<file path="config.mk">
export PLATFORM = sky130hd
export DESIGN_NAME = parking_gate_ctrl
export DESIGN_NICKNAME = d
export VERILOG_FILES = /design/src/rtl/parking_gate_ctrl_pkg.sv /design/src/rtl/parking_gate_ctrl_rise_detect.sv /design/src/rtl/parking_gate_ctrl.sv
export SDC_FILE = /design/constraint.sdc
export NUM_CORES = 1
export LEC_CHECK = 0
export ABC_CLOCK_PERIOD_IN_PS = 1900
export CORE_MARGIN = 2
export CORE_UTILIZATION = 54
export CTS_CLUSTER_DIAMETER = 120
export CTS_CLUSTER_SIZE = 30
export DETAILED_ROUTE_END_ITERATION = 8
export PLACE_DENSITY = 0.78
export SLEW_MARGIN = 20
export SYNTH_ARGS = -nofsm -noshare
export SYNTH_HDL_FRONTEND = slang
export SYNTH_SLANG_ARGS = --single-unit
</file>
<file path="constraint.sdc">
create_clock -name clk -period 1.9 [get_ports clk]
set_input_delay 0.38 -clock clk [delete_from_list [all_inputs] [get_ports clk]]
set_output_delay 0.38 -clock clk [all_outputs]
set_load 0.02 [all_outputs]
</file>
<file path="src/rtl/parking_gate_ctrl_pkg.sv">
// -----------------------------------------------------------------------------
// parking_pkg
// Shared definitions for the parking gate controller:
//   - FSM state encoding (IDLE / gate open for entry / gate open for exit)
//   - gate direction constants driven on gate_dir
//   - default sizing constants used by the system-level top
// No ports (package).
// -----------------------------------------------------------------------------
package parking_pkg;

  typedef enum logic [1:0] {
    ST_IDLE  = 2'd0,
    ST_ENTRY = 2'd1,
    ST_EXIT  = 2'd2
  } gate_state_e;

  localparam logic DIR_ENTRY = 1'b1;
  localparam logic DIR_EXIT  = 1'b0;

  localparam int DEF_CAPACITY    = 8;
  localparam int DEF_CNT_W       = 4;
  localparam int DEF_GATE_CYCLES = 20;

endpackage : parking_pkg

</file>
<file path="src/rtl/parking_gate_ctrl_rise_detect.sv">
// -----------------------------------------------------------------------------
// rise_detect
// Converts a debounced button level into a single-cycle press pulse.
// The history register resets to 1 so a button already held when reset is
// released does not produce a press until it has been released once.
// Ports:
//   clk_i    - clock, history updates on rising edge
//   rst_ni   - asynchronous active-low reset
//   level_i  - debounced button level
//   press_o  - high for the one cycle in which level_i first reads high
// -----------------------------------------------------------------------------
module rise_detect (
  input  logic clk_i,
  input  logic rst_ni,
  input  logic level_i,
  output logic press_o
);

  logic prev_q;

  // History of the level, sampled every cycle regardless of controller state.
  always_ff @(posedge clk_i or negedge rst_ni) begin
    if (!rst_ni) begin
      prev_q <= 1'b1;
    end else begin
      prev_q <= level_i;
    end
  end

  assign press_o = level_i & ~prev_q;

endmodule : rise_detect

</file>
<file path="src/rtl/parking_gate_ctrl.sv">
// -----------------------------------------------------------------------------
// parking_gate_ctrl
// Tracks parking lot occupancy against a fixed capacity and drives a barrier
// gate open for GATE_CYCLES cycles for every admitted entry or exit.
// Entry is refused (deny pulse) when full, exit is refused when empty.
// Presses arriving while the gate is open are discarded.
// Ports:
//   clk          - system clock
//   reset        - asynchronous active-low reset
//   entry_btn    - debounced entry button level
//   exit_btn     - debounced exit button level
//   gate_open    - barrier open (registered)
//   gate_dir     - 1 = opened for entry, 0 = opened for exit; 0 while closed
//   occupancy    - cars inside (registered)
//   free_spaces  - CAPACITY - occupancy (registered)
//   full         - occupancy == CAPACITY (registered)
//   empty        - occupancy == 0 (registered)
//   deny         - one-cycle pulse when a press is refused
// -----------------------------------------------------------------------------
module parking_gate_ctrl
  import parking_pkg::*;
#(
  parameter int CAPACITY    = DEF_CAPACITY,
  parameter int CNT_W       = DEF_CNT_W,
  parameter int GATE_CYCLES = DEF_GATE_CYCLES
) (
  input  logic             clk,
  input  logic             reset,
  input  logic             entry_btn,
  input  logic             exit_btn,
  output logic             gate_open,
  output logic             gate_dir,
  output logic [CNT_W-1:0] occupancy,
  output logic [CNT_W-1:0] free_spaces,
  output logic             full,
  output logic             empty,
  output logic             deny
);

  // Timer only has to hold GATE_CYCLES-1; keep at least one bit.
  localparam int TMR_W = (GATE_CYCLES > 1) ? $clog2(GATE_CYCLES) : 1;

  localparam logic [CNT_W-1:0] CAP_C    = CNT_W'(CAPACITY);
  localparam logic [CNT_W-1:0] ZERO_C   = {CNT_W{1'b0}};
  localparam logic [CNT_W-1:0] ONE_C    = {{(CNT_W-1){1'b0}}, 1'b1};
  localparam logic [TMR_W-1:0] TMR_LD_C = TMR_W'(GATE_CYCLES - 1);
  localparam logic [TMR_W-1:0] TMR_Z_C  = {TMR_W{1'b0}};
  localparam logic [TMR_W-1:0] TMR_1_C  = {{(TMR_W-1){1'b0}}, 1'b1};

  logic entry_press_s;
  logic exit_press_s;

  gate_state_e      state_q;
  logic [TMR_W-1:0] timer_q;
  logic [CNT_W-1:0] occ_q;
  logic [CNT_W-1:0] free_q;
  logic             full_q;
  logic             empty_q;
  logic             deny_q;
  logic             gate_open_q;
  logic             gate_dir_q;

  rise_detect u_entry_rise (
    .clk_i   (clk),
    .rst_ni  (reset),
    .level_i (entry_btn),
    .press_o (entry_press_s)
  );

  rise_detect u_exit_rise (
    .clk_i   (clk),
    .rst_ni  (reset),
    .level_i (exit_btn),
    .press_o (exit_press_s)
  );

  // Gate FSM with inline occupancy counter, open timer and registered outputs.
  always_ff @(posedge clk or negedge reset) begin
    if (!reset) begin
      state_q     <= ST_IDLE;
      timer_q     <= TMR_Z_C;
      occ_q       <= ZERO_C;
      free_q      <= CAP_C;
      full_q      <= 1'b0;
      empty_q     <= 1'b1;
      deny_q      <= 1'b0;
      gate_open_q <= 1'b0;
      gate_dir_q  <= 1'b0;
    end else begin
      // deny is a pulse; only the refusal branches below raise it.
      deny_q <= 1'b0;
      case (state_q)
        ST_IDLE: begin
          // Exit wins over a simultaneous entry; the entry is simply dropped.
          if (exit_press_s) begin
            if (occ_q != ZERO_C) begin
              state_q     <= ST_EXIT;
              timer_q     <= TMR_LD_C;
              occ_q       <= occ_q - ONE_C;
              free_q      <= free_q + ONE_C;
              full_q      <= 1'b0;
              empty_q     <= (occ_q == ONE_C);
              gate_open_q <= 1'b1;
              gate_dir_q  <= DIR_EXIT;
            end else begin
              deny_q <= 1'b1;
            end
          end else if (entry_press_s) begin
            if (occ_q != CAP_C) begin
              state_q     <= ST_ENTRY;
              timer_q     <= TMR_LD_C;
              occ_q       <= occ_q + ONE_C;
              free_q      <= free_q - ONE_C;
              full_q      <= (occ_q == (CAP_C - ONE_C));
              empty_q     <= 1'b0;
              gate_open_q <= 1'b1;
              gate_dir_q  <= DIR_ENTRY;
            end else begin
              deny_q <= 1'b1;
            end
          end else begin
            state_q <= ST_IDLE;
          end
        end
        ST_ENTRY, ST_EXIT: begin
          // Presses are ignored here; the timer alone ends the opening.
          if (timer_q == TMR_Z_C) begin
            state_q     <= ST_IDLE;
            gate_open_q <= 1'b0;
            gate_dir_q  <= 1'b0;
          end else begin
            timer_q <= timer_q - TMR_1_C;
          end
        end
        default: begin
          state_q     <= ST_IDLE;
          timer_q     <= TMR_Z_C;
          gate_open_q <= 1'b0;
          gate_dir_q  <= 1'b0;
        end
      endcase
    end
  end

  assign gate_open   = gate_open_q;
  assign gate_dir    = gate_dir_q;
  assign occupancy   = occ_q;
  assign free_spaces = free_q;
  assign full        = full_q;
  assign empty       = empty_q;
  assign deny        = deny_q;

endmodule : parking_gate_ctrl

</file>
After elaboration in Yosys (flattened, before gate mapping)
Index checks and enable logic that the tools add are counted.
{ "word_totals": {"output_inout_bits": 13, "ff_bits": 22, "wordCells": 83} }
{ "op_classes": {"reduce_logical": 10, "n_eq_ne": 12, "n_mux": 41, "n_addsub": 5, "n_bitwise": 4} }
{ "op_table": {"columns": ["op", "count"], "rows": [
  ["$mux W4", 8],
  ["$mux W5", 5],
  ["$mux W1", 19],
  ["$reduce_and A4 Y1", 3],
  ["$mux W2", 5],
  ["$pmux W5 S2", 1],
  ["$ne A3 B3 Y1 const B", 3],
  ["$add A4 B1 Y4 const B", 2],
  ["$ne A4 B4 Y1 const B", 2],
  ["$sub A4 B1 Y4 const B", 2],
  ["$logic_not A5 Y1", 1],
  ["$sub A5 B1 Y5 const B", 1],
  ["$eq A4 B1 Y1 const B", 1],
  ["$eq A4 B3 Y1 const B", 1],
  ["$ne A2 B2 Y1 const B", 2],
  ["$pmux W1 S2", 2],
  ["$pmux W2 S2", 1],
  ["$reduce_bool A2 Y1", 2],
  ["$reduce_bool A4 Y1", 1],
  ["$reduce_and A3 Y1", 1],
  ["$and A1 B1 Y1", 2],
  ["$eq A2 B1 Y1 const B", 1],
  ["$eq A2 B2 Y1 const B", 1],
  ["$logic_not A2 Y1", 1],
  ["3 further kinds", 4]
]} }

Logic depth before layout (Yosys ltp)
{ "depth": {"depth_word": 5, "depth_mapped": 10, "ltp_nobuf": 8} }

By module
Synthesis repeated with hierarchy kept, for this count alone.
{ "hier_totals": {"cells_unflattened": 126, "area_unflattened_um2": 1386.3} }
{ "modules_own_cells": {"columns": ["mod", "seq_area_each_um2", "cells_per_inst", "area_per_inst_um2", "instances"], "rows": [
  ["parking_gate_ctrl", 503.0, 122, 1306.3, 1],
  ["rise_detect", 26.3, 2, 40.0, 2]
]} }

Least setup slack after synthesis
OpenSTA, ideal clock, no wires.
{ "synth_timing": {"path_type": "register to register", "start": "register occ_q[0] (netlist: occupancy[0])", "end": "register full_q (netlist: full)", "setup_ns": 0.125, "arrival_ns": 1.564, "path_slack_ns": 0.211, "path_stages_with_launch": 7, "synth_period_minus_slack_ns": 1.689, "path_cell_list": "dfrtp_1 inv_1 ha_1 nand2b_1 o221a_4 buf_6 mux2_4"} }
{ "synth_between": {"elab_chain_len": 4, "elab_cells_between_ends": 9, "classes_between": "eq/ne (3); mux (3); reduce/logical (3)"} }
{ "synth_lines": {"columns": ["element", "line_no", "rtl"], "rows": [
  ["from (decl)", "parking_gate_ctrl.sv:55", "logic [CNT_W-1:0] occ_q;"],
  ["from (signal assigned)", "parking_gate_ctrl.sv:99", "occ_q <= occ_q - ONE_C;"],
  ["from (signal assigned)", "parking_gate_ctrl.sv:112", "occ_q <= occ_q + ONE_C;"],
  ["$eq A4 B3 Y1", "parking_gate_ctrl.sv:114", "full_q <= (occ_q == (CAP_C - ONE_C));"],
  ["$mux W1", "parking_gate_ctrl.sv:109", "if (occ_q != CAP_C) begin"],
  ["$mux W1", "parking_gate_ctrl.sv:108", "end else if (entry_press_s) begin"],
  ["$mux W1", "parking_gate_ctrl.sv:95", "if (exit_press_s) begin"],
  ["to (signal assigned)", "parking_gate_ctrl.sv:114", null],
  ["to (decl)", "parking_gate_ctrl.sv:57", "logic full_q;"]
]} }
Several ways; a longest one is shown, not always the timed one. The select of a mux whose other input is x is not followed.
A chain may end at the register's enable or synchronous reset.

Worst setup path in the final report
{ "layout_timing": {"start": "register empty_q (netlist: empty)", "end": "output empty"} }
{ "layout_lines": {"columns": ["element", "line_no", "rtl"], "rows": [
  ["from (decl)", "parking_gate_ctrl.sv:58", "logic empty_q;"],
  ["from (signal assigned)", "parking_gate_ctrl.sv:102", "empty_q <= (occ_q == ONE_C);"],
  ["to (decl)", "parking_gate_ctrl.sv:36", "output logic empty,"]
]} }
No word-level cell between the ends.

==> results.md <==
- Clock Sinks: 22
- Worst slew slack as a fraction of its limit: 0.766
- Final routed DRC violation total: 0
- Category of the most critical setup path: reg2out
- Pwr Density: 1810 mW/mm^2
- Detail Placement HPWL: 1.79 mm
- Number of antenna violations at the first check in global routing: 0
- List of cells traversed by the critical path: clkdlybuf4s50_1
- Avg WL per Cell: 14.1 um
- Insertion delay of the later-clocked pin in the worst-skew pair: 310 ps
- Cts-stage hold buffer count: 0
- Ant diodes: 0
- Die W: 52.9 um
- Total standard cell area after synthesis: 0.00129 mm^2
- Number of nets in the finished design: 164
- Critical register-to-register path endpoint: gate_dir
- Count of input and output buffers: 16
- Number of instances in the synthesized netlist: 120
- Classification of the worst-slack hold path: in2async
- Max stage delay cell, worst path: sky130_fd_sc_hd__clkdlybuf4s50_1
- Post-synthesis register bit count: 22
- Pins over their slew limit: 0
- H-Tree Level Count: 1
- Instance area after placement: 0.00154 mm^2
- Final critical-path share of the clock period: 0.973
- Cell type contributing the most total cell area after synthesis: sky130_fd_sc_hd__dfrtp_1
- Clock period minus final worst setup slack: 1850 ps
- Sequential cell area: 557 um^2
- Crit-path max FO: 2
- Family with the most delay on the worst path: buffers and inverters
- Synth top area cells: sky130_fd_sc_hd__dfrtp_1, sky130_fd_sc_hd__ha_1, sky130_fd_sc_hd__dfstp_2
- Startpoint of the lowest-slack register-to-register path: occupancy[0]
- Drt first-iter violations: 24
- Routed wire length: 2.49 mm
- Signal arrival time at the worst endpoint: 1470 ps
- Finished Core Util: 0.718
- Post-route design area: 0.00160 mm^2
- Global routing usage summed across all routing layers: 0.200
- Synth warnings: 0
- Critical Path End Type: output pin
- Average instance area after synthesis: 10.8 um^2
- Max stage delay on crit path: 600 ps
- Required time worst endpoint: 1520 ps
- Flop-to-flop setup slack: 180 ps
- Filler instances: 156
- RD Place Congestion: 0.777
- Standard-cell rows: 17
- Final setup margin: 52.1 ps
- Die footprint: 0.00280 mm^2
- Number of distinct library cell variants in the gate-level netlist after synthesis: 38
- Starting density of the core: 0.579
- Final-report hold violation count: 0
- CTS tree: yes
- Vertical die dimension: 52.9 um
- Fin Hold WS: 394 ps
- Total global routing overflow: 0
- RSZ-0062 raised after global routing: no
- Std-Cell Core Area: 0.00223 mm^2
- Kind of start point of the critical path: flip-flop
- Count of TritonRoute iterations in the first routing pass: 4
- Layout overhead on the synthesized area: 24.0%
- Worst Path Buf+Inv: 1
- Worst IR Drop VDD: 1.22 mV
- Vias in the first global route: 955
- Total instance count after detailed placement: 172
- Area of combinational cells with multiple inputs: 672 um^2
- Via/cell ratio: 5.46
- CTS root buf: sky130_fd_sc_hd__clkbuf_4
- Final-report setup violation count: 0
- Largest net degree at the start of global routing: 23
- Reg2Reg Depth: 7
- Total number of vias: 967
- Maximum clock frequency: 541 MHz
- Total power: 2.90 mW
- Boundary pin count: 17
- Clock Path Buffers: 2
- Clock edge transition at the registers on the reported setup and hold paths: 130 ps
- Setup clock skew after layout: 6.37 ps
- Proportion of netlist area held by the largest area contributor: 0.348
- Syn Nets: 134
- Actual transition at the worst max-transition pin: 351 ps
- Portion of the post-synthesis area used by sequential elements: 0.429
- CTS Buf Count: 3
- Filler-free cell count of the finished design: 177
- Fraction of layout cells with a size suffix above 1: 0.242
- Result of the run: completed
- Leakage component of the power: 0.717 nW
- Place WS: -218 ps
- Final antenna-violating net count: 0
- Sum Neg Setup Slack: 0 ps
- Max-cap check violation count: 0
- First-pass GRT wire length: 4.04 mm
state kept, by name, indices dropped and copies added (netlist names):
name and count:
gate_dir 1, gate_open 1, full 1, timer_q 5, deny 1, state_q 2, free_spaces 4, u_exit_rise.prev_q 1
u_entry_rise.prev_q 1, occupancy 4, empty 1
per-layer routing:
metal,share of wire,track usage,up-vias
met5,0,0,-
met4,0.025,0.0897,0
met3,0.033,0.0282,8
met2,0.50,0.348,17
met1,0.44,0.243,464
li1,-,-,478
worst max-delay path by stage:
| stage | slack [ps] | endpoint | from | depth (start not counted) |
|---|---|---|---|---|
| final | 50 | empty | empty | 1 |
| after CTS | 20 | occupancy[3] | occupancy[3] | 1 |
| after detailed placement | -220 | free_spaces[3] | exit_btn | 8 |
| after floorplan | 210 | full | occupancy[0] | 6 |
| after global routing | 0.09 | free_spaces[3] | exit_btn | 8 |
| after global placement | -150 | free_spaces[3] | exit_btn | 9 |
worst reg2reg max path, stage by stage, from the launching register on:
cell,delay (ps)
sky130_fd_sc_hd__dfrtp_1,450
sky130_fd_sc_hd__inv_1,160
sky130_fd_sc_hd__ha_1,190
sky130_fd_sc_hd__nand3b_1,120
sky130_fd_sc_hd__a21oi_1,240
sky130_fd_sc_hd__nor2_1,100
sky130_fd_sc_hd__buf_4,150
sky130_fd_sc_hd__a22o_1,200
logic make-up (layout without fill, tap and decap cells):
| group | after synthesis | in the layout | share of synthesized area |
|---|---|---|---|
| and+or+nand+nor | 35 | 35 | 0.158 |
| AOI/OAI and AO/OA | 25 | 25 | 0.131 |
| DFF | 22 | 22 | 0.429 |
| buffers and inverters | 12 | 41 | 0.0532 |
| adders and majority gates | 10 | 10 | 0.0967 |
| xor gates and xnor gates | 9 | 9 | 0.0667 |
| muxes | 7 | 7 | 0.0658 |
layout by cell type (no fill, tap or decap), types with 5 or more instances in the layout:
cell type and count:
sky130_fd_sc_hd__dfrtp_1 17, sky130_fd_sc_hd__clkdlybuf4s50_1 16, sky130_fd_sc_hd__buf_4 13, sky130_fd_sc_hd__nand2_1 11, sky130_fd_sc_hd__ha_1 9, sky130_fd_sc_hd__o21ai_0 8
sky130_fd_sc_hd__xnor2_1 7, sky130_fd_sc_hd__inv_1 7, sky130_fd_sc_hd__nand2b_1 6, sky130_fd_sc_hd__a21oi_1 5
report_power, final:
group	internal [mW]	leakage (nW)	switching [mW]
registers	0.681	0.264	0.208
logic	0.830	0.425	0.824
clock network	0.213	0.0279	0.145
total	1.72	0.717	1.18
synthesized netlist by cell type (all sizes together):
| cell | count |
|---|---|
| buf | 4 |
| o22ai | 1 |
| inv | 8 |
| xnor2 | 8 |
| dfrtp | 18 |
| xor2 | 1 |
| and3 | 1 |
| nand3b | 2 |
| o31ai | 4 |
| mux2 | 6 |
| a31oi | 1 |
| dfstp | 4 |
| o21ai | 9 |
| nand3 | 2 |
| and2b | 1 |
| ha | 10 |
| a21o | 1 |
| nor3b | 2 |
| a32oi | 1 |
| nor4 | 1 |
| nor4b | 1 |
| nand2b | 6 |
| nor2 | 3 |
| or4 | 1 |
| nand2 | 11 |
| mux2i | 1 |
| a21oi | 5 |
| a22o | 1 |
| a21boi | 1 |
| nor2b | 2 |
| o221a | 1 |
| nor3 | 2 |
layout make-up:
class                           instances  share of cell area
Inverter                                8              0.0187
Clock inverter                          1              0.0187
Multi-Input combinational cell         86               0.419
Clock buffer                            3              0.0140
Tap cell                               28              0.0218
Sequential cell                        22               0.347
Timing Repair Buffer                   29               0.161
repair_timing:
item | in CTS | in global routing
setup buffers | 0 | 1
resized for setup | 0 | 2
setup endpoints to repair | 0 | 3
(Power assumes the default switching activity.)
